==> src/rtl/atmega_tim_pkg.sv <==
// -----------------------------------------------------------------------------
// atmega_tim_pkg
// Shared definitions for the ATmega-style timer clock-source block:
//   - clock-select encodings (TCCRB[2:0] of the downstream timer)
//   - GTCCR bit positions
//   - prescaler width and a helper that decodes the prescaler tap for a
//     given clock-select value
// -----------------------------------------------------------------------------
package atmega_tim_pkg;

  // Clock-select encodings as seen on the cs input.
  typedef enum logic [2:0] {
    CS_STOP     = 3'd0,
    CS_CLK1     = 3'd1,
    CS_CLK8     = 3'd2,
    CS_CLK64    = 3'd3,
    CS_CLK256   = 3'd4,
    CS_CLK1024  = 3'd5,
    CS_EXT_FALL = 3'd6,
    CS_EXT_RISE = 3'd7
  } cs_e;

  // GTCCR bit indices.
  localparam int GTCCR_TSM     = 7;
  localparam int GTCCR_PSRSYNC = 0;

  // Prescaler counter width.
  localparam int PSC_W = 10;

  // Returns 1 when the prescaler sits on the last count of the period
  // selected by sel. Only the divided settings (cs 2..5) have a tap; every
  // other encoding returns 0 so the caller decides their behaviour.
  function automatic logic prescale_tap(input logic [2:0] sel,
                                        input logic [PSC_W-1:0] cnt);
    logic hit;
    hit = 1'b0;
    case (sel)
      CS_CLK8:    hit = (cnt[2:0] == 3'h7);
      CS_CLK64:   hit = (cnt[5:0] == 6'h3f);
      CS_CLK256:  hit = (cnt[7:0] == 8'hff);
      CS_CLK1024: hit = (cnt[9:0] == 10'h3ff);
      default:    hit = 1'b0;
    endcase
    return hit;
  endfunction

  // True for the clock-select values that draw from the shared prescaler.
  function automatic logic is_prescaled(input logic [2:0] sel);
    return (sel == CS_CLK8) || (sel == CS_CLK64) ||
           (sel == CS_CLK256) || (sel == CS_CLK1024);
  endfunction

endpackage

==> src/rtl/atmega_tim_ext_sync.sv <==
// -----------------------------------------------------------------------------
// atmega_tim_ext_sync
// Brings the asynchronous external clock pin into the clk domain through a
// two-flop synchroniser (s1, s2) and keeps the previous synchronised value
// in s3 so that rising/falling edges can be detected as s2 vs s3.
//
// Ports:
//   clk   in   system clock, rising edge
//   rst   in   asynchronous active-low reset (clears s1..s3)
//   t     in   external clock pin, asynchronous to clk
//   rise  out  combinational: synchronised t went 0->1
//   fall  out  combinational: synchronised t went 1->0
// -----------------------------------------------------------------------------
module atmega_tim_ext_sync (
  input  logic clk,
  input  logic rst,
  input  logic t,
  output logic rise,
  output logic fall
);

  logic s1;
  logic s2;
  logic s3;

  // s1/s2 resolve metastability; s3 holds the previous s2 for edge detect.
  always_ff @(posedge clk or negedge rst) begin
    if (!rst) begin
      s1 <= 1'b0;
      s2 <= 1'b0;
      s3 <= 1'b0;
    end else begin
      s1 <= t;
      s2 <= s1;
      s3 <= s2;
    end
  end

  assign rise = s2 & ~s3;
  assign fall = ~s2 & s3;

endmodule

==> src/rtl/atmega_tim_clk_src.sv <==
// -----------------------------------------------------------------------------
// atmega_tim_clk_src
// Clock-source / prescaler front end for an ATmega-style 8-bit timer.
// A 10-bit free-running prescaler is shared by all clock selections; the cs
// input picks a tap (or the external pin) and the selected enable is
// registered into a single-cycle tick for the downstream timer. GTCCR holds
// TSM (bit 7) and PSRSYNC (bit 0) for synchronised prescaler reset.
//
// Optional feature: define ATMEGA_TIM_EXT_CLK_EN to build the external clock
// path (cs 6/7, t pin synchroniser). Without it cs 6/7 produce no ticks and
// t is ignored.
//
// Ports:
//   clk         in   system clock, rising edge
//   rst         in   asynchronous active-low reset
//   addr_io     in   IO bus address [BUS_ADDR_IO_LEN-1:0]
//   wr_io       in   IO write strobe
//   rd_io       in   IO read strobe
//   bus_io_in   in   IO write data [7:0]
//   bus_io_out  out  IO read data [7:0]; 0 when GTCCR not being read
//   cs          in   clock select [2:0] (TCCRB[2:0] of the timer)
//   t           in   external clock pin, asynchronous
//   tick        out  one-clk count enable to the timer
//   psr_active  out  high while the prescaler is held in reset (PSRSYNC)
// -----------------------------------------------------------------------------
module atmega_tim_clk_src
  import atmega_tim_pkg::*;
#(
  parameter int unsigned BUS_ADDR_IO_LEN = 6,
  parameter int unsigned GTCCR_ADDR      = 'h23
) (
  input  logic                       clk,
  input  logic                       rst,
  input  logic [BUS_ADDR_IO_LEN-1:0] addr_io,
  input  logic                       wr_io,
  input  logic                       rd_io,
  input  logic [7:0]                 bus_io_in,
  output logic [7:0]                 bus_io_out,
  input  logic [2:0]                 cs,
  input  logic                       t,
  output logic                       tick,
  output logic                       psr_active
);

  localparam logic [BUS_ADDR_IO_LEN-1:0] GTCCR_SEL =
    GTCCR_ADDR[BUS_ADDR_IO_LEN-1:0];

  logic [PSC_W-1:0] cnt;
  logic             tsm;
  logic             psrsync;
  logic             gtccr_hit;
  logic             gtccr_wr;
  logic             gtccr_rd;
  logic             ext_rise;
  logic             ext_fall;
  logic             raw_en_p0;
  logic             tick_p1;

  // Write-only bits of GTCCR that have no storage.
  logic unused_wdata;
  assign unused_wdata = ^bus_io_in[6:1];

  assign gtccr_hit = (addr_io == GTCCR_SEL);
  assign gtccr_wr  = wr_io && gtccr_hit;
  assign gtccr_rd  = rd_io && gtccr_hit;

  // ---------------------------------------------------------------------------
  // GTCCR register.
  // A bus write takes priority. Otherwise PSRSYNC self-clears whenever TSM is
  // low, so a single write of PSRSYNC=1 with TSM=0 yields exactly one clear
  // cycle, and writing TSM=0 releases a held PSRSYNC on the next clk.
  // ---------------------------------------------------------------------------
  always_ff @(posedge clk or negedge rst) begin
    if (!rst) begin
      tsm     <= 1'b0;
      psrsync <= 1'b0;
    end else if (gtccr_wr) begin
      tsm     <= bus_io_in[GTCCR_TSM];
      psrsync <= bus_io_in[GTCCR_PSRSYNC];
    end else if (!tsm) begin
      psrsync <= 1'b0;
    end
  end

  assign psr_active = psrsync;

  always_comb begin
    bus_io_out = 8'h00;
    if (gtccr_rd) begin
      bus_io_out                = 8'h00;
      bus_io_out[GTCCR_TSM]     = tsm;
      bus_io_out[GTCCR_PSRSYNC] = psrsync;
    end
  end

  // ---------------------------------------------------------------------------
  // Shared prescaler: counts every clk independent of cs, wraps naturally at
  // 1023->0, and is forced to 0 for every cycle PSRSYNC is set.
  // ---------------------------------------------------------------------------
  always_ff @(posedge clk or negedge rst) begin
    if (!rst) begin
      cnt <= '0;
    end else if (psrsync) begin
      cnt <= '0;
    end else begin
      cnt <= cnt + 1'b1;
    end
  end

  // ---------------------------------------------------------------------------
  // External clock path.
  // ---------------------------------------------------------------------------
`ifdef ATMEGA_TIM_EXT_CLK_EN
  atmega_tim_ext_sync u_ext_sync (
    .clk  (clk),
    .rst  (rst),
    .t    (t),
    .rise (ext_rise),
    .fall (ext_fall)
  );
`else
  logic unused_t;
  assign unused_t = t;
  assign ext_rise = 1'b0;
  assign ext_fall = 1'b0;
`endif

  // ---------------------------------------------------------------------------
  // Stage p0: raw enable selection. Prescaled taps are masked while the
  // prescaler is held so a stale count cannot leak a tick; cs 1 and the
  // external edges ignore PSRSYNC. cs is used directly, so a cs change only
  // re-points the selection and never creates a pulse by itself.
  // ---------------------------------------------------------------------------
  always_comb begin
    raw_en_p0 = 1'b0;
    case (cs)
      CS_CLK1:     raw_en_p0 = 1'b1;
      CS_EXT_FALL: raw_en_p0 = ext_fall;
      CS_EXT_RISE: raw_en_p0 = ext_rise;
      default:     raw_en_p0 = is_prescaled(cs) && prescale_tap(cs, cnt) &&
                               !psrsync;
    endcase
  end

  // ---------------------------------------------------------------------------
  // Stage p1: registered tick, one clk wide.
  // ---------------------------------------------------------------------------
  always_ff @(posedge clk or negedge rst) begin
    if (!rst) begin
      tick_p1 <= 1'b0;
    end else begin
      tick_p1 <= raw_en_p0;
    end
  end

  assign tick = tick_p1;

endmodule

==> config.mk <==
export PLATFORM = sky130hd
export DESIGN_NAME = atmega_tim_clk_src
export DESIGN_NICKNAME = d
export VERILOG_FILES = /design/src/rtl/atmega_tim_pkg.sv /design/src/rtl/atmega_tim_ext_sync.sv /design/src/rtl/atmega_tim_clk_src.sv
export SDC_FILE = /design/constraint.sdc
export NUM_CORES = 1
export LEC_CHECK = 0
export CORE_AREA = 2 2 53 55
export DETAILED_ROUTE_END_ITERATION = 8
export DIE_AREA = 0 0 55 57
export GPL_TIMING_DRIVEN = 0
export SKIP_LAST_GASP = 1
export SLEW_MARGIN = 10
export SYNTH_ARGS = -nofsm -noshare
export SYNTH_HDL_FRONTEND = slang
export SYNTH_SLANG_ARGS = --single-unit
==> constraint.sdc <==
create_clock -name clk -period 2 [get_ports clk]
set_input_delay 0.6 -clock clk [delete_from_list [all_inputs] [get_ports clk]]
set_output_delay 0.6 -clock clk [all_outputs]
set_load 0.01 [all_outputs]
# ---- Yosys cells after proc, flatten, opt, wreduce, memory -nomap -nowiden
# Cells that the tools add are included.
dict set report op_classes {
  reduce_logical 10
  mux 7
  addsub 1
  n_eq_ne 13
}
# operator count
set ops {}
lappend ops {{== test 3 bit (second input constant)} 5}
lappend ops {{== test 6 bit (second input constant)} 2}
lappend ops {{adder 10 x 1 -> 10 bit (second input constant)} 1}
lappend ops {{== test 10 bit (second input constant)} 1}
lappend ops {{two-way mux 10 bit} 1}
lappend ops {{== test 8 bit (second input constant)} 1}
lappend ops {{two-way mux 8 bit} 1}
lappend ops {{== test 3 x 2 -> 1 bit (second input constant)} 2}
lappend ops {{logical AND 1 bit} 4}
lappend ops {{case mux 1 bit (4 select lines)} 1}
lappend ops {{== test 3 x 1 -> 1 bit (second input constant)} 1}
lappend ops {{logical OR 1 bit} 3}
lappend ops {{two-way mux 1 bit} 3}
lappend ops {{OR reduction 3 bit} 1}
lappend ops {{!= test 2 x 1 -> 1 bit (second input constant)} 1}
lappend ops {{case mux 1 bit (2 select lines)} 1}
lappend ops {{OR reduction 2 bit} 1}
lappend ops {{logical NOT 1 bit} 1}
dict set report totals {
  ff_bits 13
  wordCells 35
  inputBits 22
  out_inout_bits 10
}

# ---- Logic depth before layout (Yosys ltp)
# Gate-level depths: netlist of run 1.
dict set report logic_depth {
  word_depth 7
  depth_mapped 5
  mapped_depth_nobuf 5
}

# ---- Least setup slack after synthesis of run 1
# No wires, ideal clock.
dict set report synth_path {
  kind {input -> output}
  from {input addr_io[3]}
  to {output bus_io_out[0]}
  path_slack_ns 0.090
  cell_stages 3
  n_path_buf 0
  required_time_ns 1.400
  arrival_time_ns 1.310
  cell_sequence {nor4b_1 -> and3_1 -> and3_1}
}
dict set report synth_via {
  elab_chain_cells 3
}
# element line_no
set synth_lines {}
lappend synth_lines {{start, declared} atmega_tim_clk_src.sv:34} ;# input logic [BUS_ADDR_IO_LEN-1:0] addr_io,
lappend synth_lines {{== test 6 bit} atmega_tim_clk_src.sv:63} ;# assign gtccr_hit = (addr_io == GTCCR_SEL);
lappend synth_lines {{logical AND 1 bit} atmega_tim_clk_src.sv:65} ;# assign gtccr_rd = rd_io && gtccr_hit;
lappend synth_lines {{two-way mux 8 bit} atmega_tim_clk_src.sv:89} ;# if (gtccr_rd) begin
lappend synth_lines {{end, declared} atmega_tim_clk_src.sv:38} ;# output logic [7:0] bus_io_out,
# No other way between the ends.

# ---- Final worst setup path of run 1
dict set report layout_path {
  from {input addr_io[4]}
  to {output bus_io_out[0]}
}
# Same word-level chain as after synthesis.

==> key figures, run 1 <==
Logic synthesis
  • Syn_area_per_cell: approximately 10 µm²
  • Yosys cell types: 31
  • Mapped Cells: 74
  • #FFs+latches synth: 13
  • Yosys warning count: 0
  • Synth async-reset ratio: 100.0%
  • Commonest cells in the synthesized netlist: 13 x dfrtp_1, 7 x a21oi_1, 6 x buf_4
  • Most common cell in the netlist: dfrtp_1
  • Share of the synthesized area in the top cell type: roughly 45%
  • Synthesized area: 725.7 µm²
  • Largest cells by area after synthesis: dfrtp_1 45%, buf_4 6.2%, a21oi_1 4.8%
  • Post-synth EDFFs: 0
  • Area leader, netlist: dfrtp_1
  • Sequential-to-total area share from yosys stat: 44.83%
  • Ys flop type: dfrtp_1

GRT
  • GRT overflow: 0
  • Initial antenna violation count: 0
  • Largest net degree at the start of global routing: 14
  • Vias in the first global route: 610
  • First-pass GRT wire length: 2.518 mm
  • Overall routing resource usage: between 10% and 20%

Setup path
  • Worst setup startpoint: addr_io[4]
  • Worst path most repeated cell: and3_1
  • Crit-path max cell delay: approximately 0.26 ns
  • Max FO, Critical Path: 2
  • WP data required: ~1.4 ns
  • Setup crit end: bus_io_out[0]
  • FF-to-FF End: tick$_DFF_PN0_
  • CP startpoint kind: input pin
  • R2R Setup Slk: just under 0.4 ns
  • RR Startpoint: cnt[0]$_DFF_PN0_
  • Kind of critical path: in2out
  • R2R depth: 5
  • Crit path capture type: output pin
  • Crit path cell chain: buf_6 -> nor4b_4 -> and3_1 -> and3_1 -> buf_2
  • Worst path arrival time: 1.45 ns
  • CP max-delay cell: nor4b_4

Power
  • Pwr dens: roughly 740 nW/µm²
  • Internal: between 400 and 500 µW
  • Leak: about 0.47 nW
  • Peak supply drop: 0.4650 mV
  • Switch Pwr: about 230 µW
  • Sw Ratio: a little under a third
  • Power share of the clock group: between 20 and 25%
  • Combinational fraction of design power: ~23%
  • Final Total Pwr: 727.3 µW
  • Sequential share of power: a little under three fifths

Placement
  • Area of placed instances: 963.4 µm²
  • Port Buffers: 18
  • Placer Congestion: ~0.69
  • Placed Instances: between 100 and 150

Floorplan
  • Core Region: approximately 2600 µm²
  • Die area: ~3100 µm²
  • Die Y: around 57 µm
  • Number of placed I/O pins: 32
  • Initial Util: 27.75%
  • # rows: 19
  • Die width: roughly 55 µm

Clock tree
  • Root Driver: clkbuf_4
  • TritonCTS clock tree: built
  • Worst-case clock buffer depth: 2
  • Worst-path clk slew: ~0.080 ns
  • Cts bufs inserted: 3
  • Clk_lat worst skew: around 0.27 ns
  • Hold-fix buffers at CTS: 0
  • H-tree levels: 1
  • Sink Count: 13
  • Post-CTS setup buffer count: 0

Timing
  • Hold_ws: roughly 0.45 ns
  • Tmin final: 2.047 ns
  • Final Worst Setup Slack: -0.04731 ns
  • Setup violators final: 2
  • Period Utilization, post-route: 102.4%
  • Slew margin rel.: a little over three fifths
  • RSZ-0062 raised after global routing: yes
  • Hold violation count in the final report: 0
  • Least-Margin Pin Slew: roughly 0.56 ns
  • Fin. max-slew vios: 0
  • Final Skew: ~0.0040 ns
  • Maximum clock frequency: roughly 500 MHz

Route
  • Drt via density: approximately 4.7
  • Final ANT Viol Nets: 0
  • DRT Pass-1 Iters: 4
  • Wire per inst: ~11 µm
  • # DRC: 0
  • Drt total wl: between 1 and 1.5 mm
  • Via count: 620
  • DRC violation total after the first TritonRoute iteration: 8

Final layout
  • Share of layout cells above drive strength 1: a little under a quarter
  • Layout area overhead: 36.21%
  • Post-route cell area: around 990 µm²
  • Final Non-Filler Cells: around 130
  • Final-stage net count: between 100 and 150
  • Diodes inserted: 0
  • Post-layout util: between 30% and 40%

Status
  • Outcome: finished, violations left
  • Failing checks: setup timing

Min path
  • Hold path startpoint: cnt[0]$_DFF_PN0_
  • Hold Path Class: reg2reg

Run
  • Total of max-cap violations: 0
[cell usage in the layout (no fill, tap or decap), types with 2 or more instances in the layout]
cell / synthesis / layout
a21oi_1: 7 / 7
and3_1: 3 / 3
buf_2: 0 / 3
buf_4: 6 / 6
buf_6: 0 / 2
clkbuf_2: 0 / 2
clkbuf_4: 0 / 3
clkdlybuf4s50_1: 0 / 10
conb_1: 1 / 6
dfrtp_1: 13 / 12
dlygate4sd2_1: 0 / 2
ha_1: 2 / 2
nand2_1: 4 / 4
nand3_1: 4 / 4
nor2_1: 3 / 3
nor2b_1: 2 / 2
o21ai_0: 4 / 4
or3_1: 3 / 3
or3_2: 2 / 2
xor2_1: 2 / 2
[metrics by stage]
step	setup slack (ns)	TNS, ns
3_5_place_dp	-0.8576	-1.719
2_1_floorplan	0.09017	0
6_report	-0.04731	-0.06124
5_1_grt	-0.08033	-0.1428
4_1_cts	-0.01586	-0.02157
3_3_place_gp	-0.8598	-1.718
[layer usage]
metal,vias up,GRT usage (%),wire length [µm]
met5,-,0,0
met4,0,4.181,10
met3,2,4.712,137
met2,25,17.52,686
met1,280,13.14,553
li1,313,-,-
[worst min-delay path by stage]
stage | depth (start not counted) | to | slack [ns]
6_report | 1 | cnt[0]$_DFF_PN0_ | 0.45
2_1_floorplan | 0 | cnt[0]$_DFF_PN0_ | 0.30
5_1_grt | 1 | cnt[0]$_DFF_PN0_ | 0.48
4_1_cts | 1 | cnt[0]$_DFF_PN0_ | 0.46
3_5_place_dp | 1 | cnt[0]$_DFF_PN0_ | 0.44
3_3_place_gp | 1 | cnt[0]$_DFF_PN0_ | 0.44
[state kept, by name (all words and copies together) (netlist names)]
register    cells
cnt            10
psr_active      1
tick            1
tsm             1
[critical path, delay by kind of cell]
kind,cells,cell delay [ns]
buffers and inverters,2,0.22
and+or+nand+nor,3,0.62
[kinds of logic after synthesis]
| kind of cell | synth area share [%] |
|---|---|
| adder cells (fa/ha/maj) | 3.448 |
| other | 0.5167 |
| XOR/XNOR | 2.414 |
| flip-flops | 44.83 |
| multiplexers | 2.931 |
| buffers and inverters | 7.240 |
| AO/OA/AOI/OAI | 12.93 |
| AND/OR/NAND/NOR | 25.69 |
[area by class of cell]
type | count | area [µm²]
Fill cell | 275 | 1627
Multi-Input combinational cell | 58 | 381.6
Sequential cell | 13 | 326.6
Timing Repair Buffer | 18 | 160.2
Buffer | 7 | 50.05
Tap cell | 31 | 38.79
Clock buffer | 3 | 22.52
Clock inverter | 1 | 5.005
Inverter | 1 | 3.754
[power groups by stage]
| stage | Sequential [mW] | Clock (mW) | Combinational, mW |
|---|---|---|---|
| detailed placement | 0.415 | 0 | 0.164 |
| global route | 0.421 | 0.182 | 0.199 |
| global placement | 0.413 | 0 | 0.162 |
| floorplan | 0.398 | 0 | 0.109 |
| finish | 0.407 | 0.156 | 0.164 |
| CTS | 0.409 | 0.167 | 0.167 |
[timing repair]
action / in CTS / in global routing
pin swaps: 4 / 2
endpoints found under the setup margin: 2 / 3
gates resized for setup: 29 / 2
Power figures use the tool's default switching activity.
==> run 2: changes to the inputs <==
--- a/constraint.sdc
+++ b/constraint.sdc
@@ -3,2 +3,2 @@
 set_output_delay 0.6 -clock clk [all_outputs]
-set_load 0.01 [all_outputs]
+set_load 0.1 [all_outputs]
==> run 2 against run 1 <==
  * Non-clock buffer count did not move
  * Critical endpoint unchanged
  * The run still ends with setup timing left
  * Register-to-register slack barely moved
  * Final area up 5.1%
  * Clock skew grew 0.00070 ns
==> key figures, run 2 (synthesis results as in run 1) <==
Clock tree
  • Hold-fix buffers at CTS: 0 (unchanged)
  • Cts bufs inserted: 3 (unchanged)
  • Worst-case clock buffer depth: 2 (unchanged)
  • Sink Count: 13 (unchanged)
  • TritonCTS clock tree: built (unchanged)
  • Clk_lat worst skew: 0.28 ns (was 0.27 ns)
  • Post-CTS setup buffer count: 0 (unchanged)
  • Worst-path clk slew: 0.08 ns (about the same)
  • Root Driver: clkbuf_4 (unchanged)
  • H-tree levels: 1 (unchanged)

Timing
  • Hold violation count in the final report: 0 (unchanged)
  • RSZ-0062 raised after global routing: yes (unchanged)
  • Final Skew: 0.004693 ns (was 0.003997 ns)
  • Setup violators final: 2 (unchanged)
  • Maximum clock frequency: 456.5 MHz (was 488.4 MHz)
  • Slew margin rel.: 59.33% (was 62.76%)
  • Tmin final: 2.191 ns (was 2.047 ns)
  • Final Worst Setup Slack: -0.1907 ns (was -0.04731 ns)
  • Fin. max-slew vios: 0 (unchanged)
  • Least-Margin Pin Slew: 0.6081 ns (was 0.5568 ns)
  • Period Utilization, post-route: 109.5% (was 102.4%)

Route
  • DRC violation total after the first TritonRoute iteration: 9 (was 8)
  • Drt via density: 4.803 (was 4.697)
  • Via count: 634 (was 620)
  • Wire per inst: 11.87 µm (was 10.52 µm)
  • # DRC: 0 (unchanged)
  • Drt total wl: 1.567 mm (was 1.388 mm)
  • DRT Pass-1 Iters: 4 (unchanged)
  • Final ANT Viol Nets: 0 (unchanged)

Setup path
  • CP max-delay cell: nor4b_4 (unchanged)
  • Max FO, Critical Path: 2 (unchanged)
  • WP data required: 1.40 ns (about the same)
  • Critical path buffers and inverters: 2 (unchanged)
  • R2R depth: 5 (unchanged)
  • Top cell family by delay on the critical path: simple AND/OR/NAND/NOR gates (unchanged)
  • RR Startpoint: cnt[0]$_DFF_PN0_ (unchanged)
  • Kind of critical path: in2out (unchanged)
  • Crit path cell chain: buf_6 -> nor4b_4 -> and3_4 -> and3_4 -> buf_12 (was buf_6 -> nor4b_4 -> and3_1 -> and3_1 -> buf_2)
  • FF-to-FF End: tick$_DFF_PN0_ (unchanged)
  • Crit path capture type: output pin (unchanged)
  • Worst path arrival time: 1.59 ns (was 1.45 ns)
  • Crit-path max cell delay: 0.30 ns (was 0.26 ns)
  • CP startpoint kind: input pin (unchanged)
  • Worst path most repeated cell: and3_4 (was and3_1)
  • R2R Setup Slk: 0.38 ns (was 0.39 ns)

Floorplan
  • Number of placed I/O pins: 32 (unchanged)
  • Core Region: 2615 µm² (unchanged)
  • Initial Util: 27.75% (unchanged)
  • Die width: 55 µm (unchanged)
  • Die area: 3135 µm² (unchanged)
  • # rows: 19 (unchanged)
  • Die Y: 57 µm (unchanged)

GRT
  • Overall routing resource usage: 12.09% (was 11.09%)
  • Largest net degree at the start of global routing: 14 (unchanged)
  • Initial antenna violation count: 0 (unchanged)
  • First-pass GRT wire length: 2.704 mm (was 2.518 mm)
  • Vias in the first global route: 618 (was 610)
  • GRT overflow: 0 (unchanged)

Run
  • Total of max-cap violations: 0 (unchanged)

Final layout
  • Most frequent cells in the layout: 12 x dfrtp_1, 8 x clkdlybuf4s50_1, 7 x a21oi_1, 6 x buf_4, 6 x conb_1 (was 12 x dfrtp_1, 10 x clkdlybuf4s50_1, 7 x a21oi_1, 6 x buf_4, 6 x conb_1)
  • Layout area overhead: 43.10% (was 36.21%)
  • Post-layout util: 39.71% (was 37.80%)
  • Commonest non-fill, non-tap cell in the layout: dfrtp_1 (unchanged)
  • Max reg flops: 10 (unchanged)
  • Final-stage net count: 126 (unchanged)
  • Share of layout cells above drive strength 1: 27.72% (was 22.77%)
  • Diodes inserted: 0 (unchanged)
  • Final Non-Filler Cells: 132 (unchanged)
  • Biggest register: cnt (unchanged)
  • Post-route cell area: 1039 µm² (was 988.4 µm²)

Status
  • Failing checks: setup timing (unchanged)
  • Outcome: finished, violations left (unchanged)

Min path
  • WHS Endpoint: cnt[0]$_DFF_PN0_ (unchanged)
  • Hold Path Class: reg2reg (unchanged)
  • Hold path startpoint: cnt[0]$_DFF_PN0_ (unchanged)
  • WHS Path Cells: 1 (unchanged)

Placement
  • Area of placed instances: 992.2 µm² (was 963.4 µm²)
  • Placer Congestion: 0.6844 (was 0.6872)
  • Placed Instances: 128 (unchanged)
  • Port Buffers: 18 (unchanged)
  • Dpl ws: -1.506 ns (was -0.8576 ns)

Power
  • Peak supply drop: 0.4320 mV (was 0.4650 mV)
  • Leak: 0.4704 nW (was 0.4712 nW)
  • Pwr dens: 773.0 nW/µm² (was 735.8 nW/µm²)
run 2: cell count changes in the layout (fill, tap and decap cells not counted):
cell and change:
and3_1 -3, and3_4 +3, buf_12 +2, clkdlybuf4s15_2 +2
clkdlybuf4s50_1 -2, buf_2 -1, clkbuf_2 -1, dfrtp_2 -1
dfrtp_4 +1
run 2: worst max path at each step:
stage	startpoint	endpoint	slack, ns	cells after the start
detailed placement	addr_io[3]	bus_io_out[0]	-1.51	5
finish	addr_io[4]	bus_io_out[0]	-0.19	5
CTS	addr_io[4]	bus_io_out[0]	-0.18	5
floorplan	addr_io[3]	bus_io_out[0]	-0.02	3
global route	addr_io[4]	bus_io_out[0]	-0.22	5
global placement	addr_io[3]	bus_io_out[0]	-1.44	5
run 2: layout make-up:
type | instances | area, µm²
Fill cell | 272 | 1577
Multi-Input combinational cell | 58 | 396.6
Sequential cell | 13 | 329.1
Timing Repair Buffer | 18 | 192.7
Buffer | 7 | 50.05
Tap cell | 31 | 38.79
Clock buffer | 3 | 22.52
Clock inverter | 1 | 5.005
Inverter | 1 | 3.754
run 2: metal layers:
metal / vias to the layer above / global-route usage (%) / part of all wire (%)
li1: 315 / - / -
met2: 25 / 21.26 / 54
met5: - / 0 / 0
met4: 0 / 3.136 / 0.64
met3: 2 / 6.021 / 9.0
met1: 292 / 12.35 / 37
run 2: timing repair:
action | CTS | global route
resized for setup | 47 | 0
endpoints found under the setup margin | 4 | 2
pin swaps | 2 | 0
run 2: per-stage QoR:
| stage | total power, mW | TNS [ns] | hold slack [ns] |
|---|---|---|---|
| floorplan | 0.5655 | -0.03920 | 0.3044 |
| global placement | 0.6345 | -3.079 | 0.4437 |
| detailed placement | 0.6446 | -3.216 | 0.4543 |
| CTS | 0.8121 | -0.3598 | 0.4668 |
| global route | 0.8638 | -0.4130 | 0.5088 |
| finish | 0.8028 | -0.3676 | 0.4637 |
run 2: power by group:
part	leakage (nW)	internal (mW)	switching (mW)
registers	0.167	0.334	0.0766
clock network	0.0177	0.0743	0.0914
logic	0.285	0.0927	0.134
total	0.470	0.501	0.302
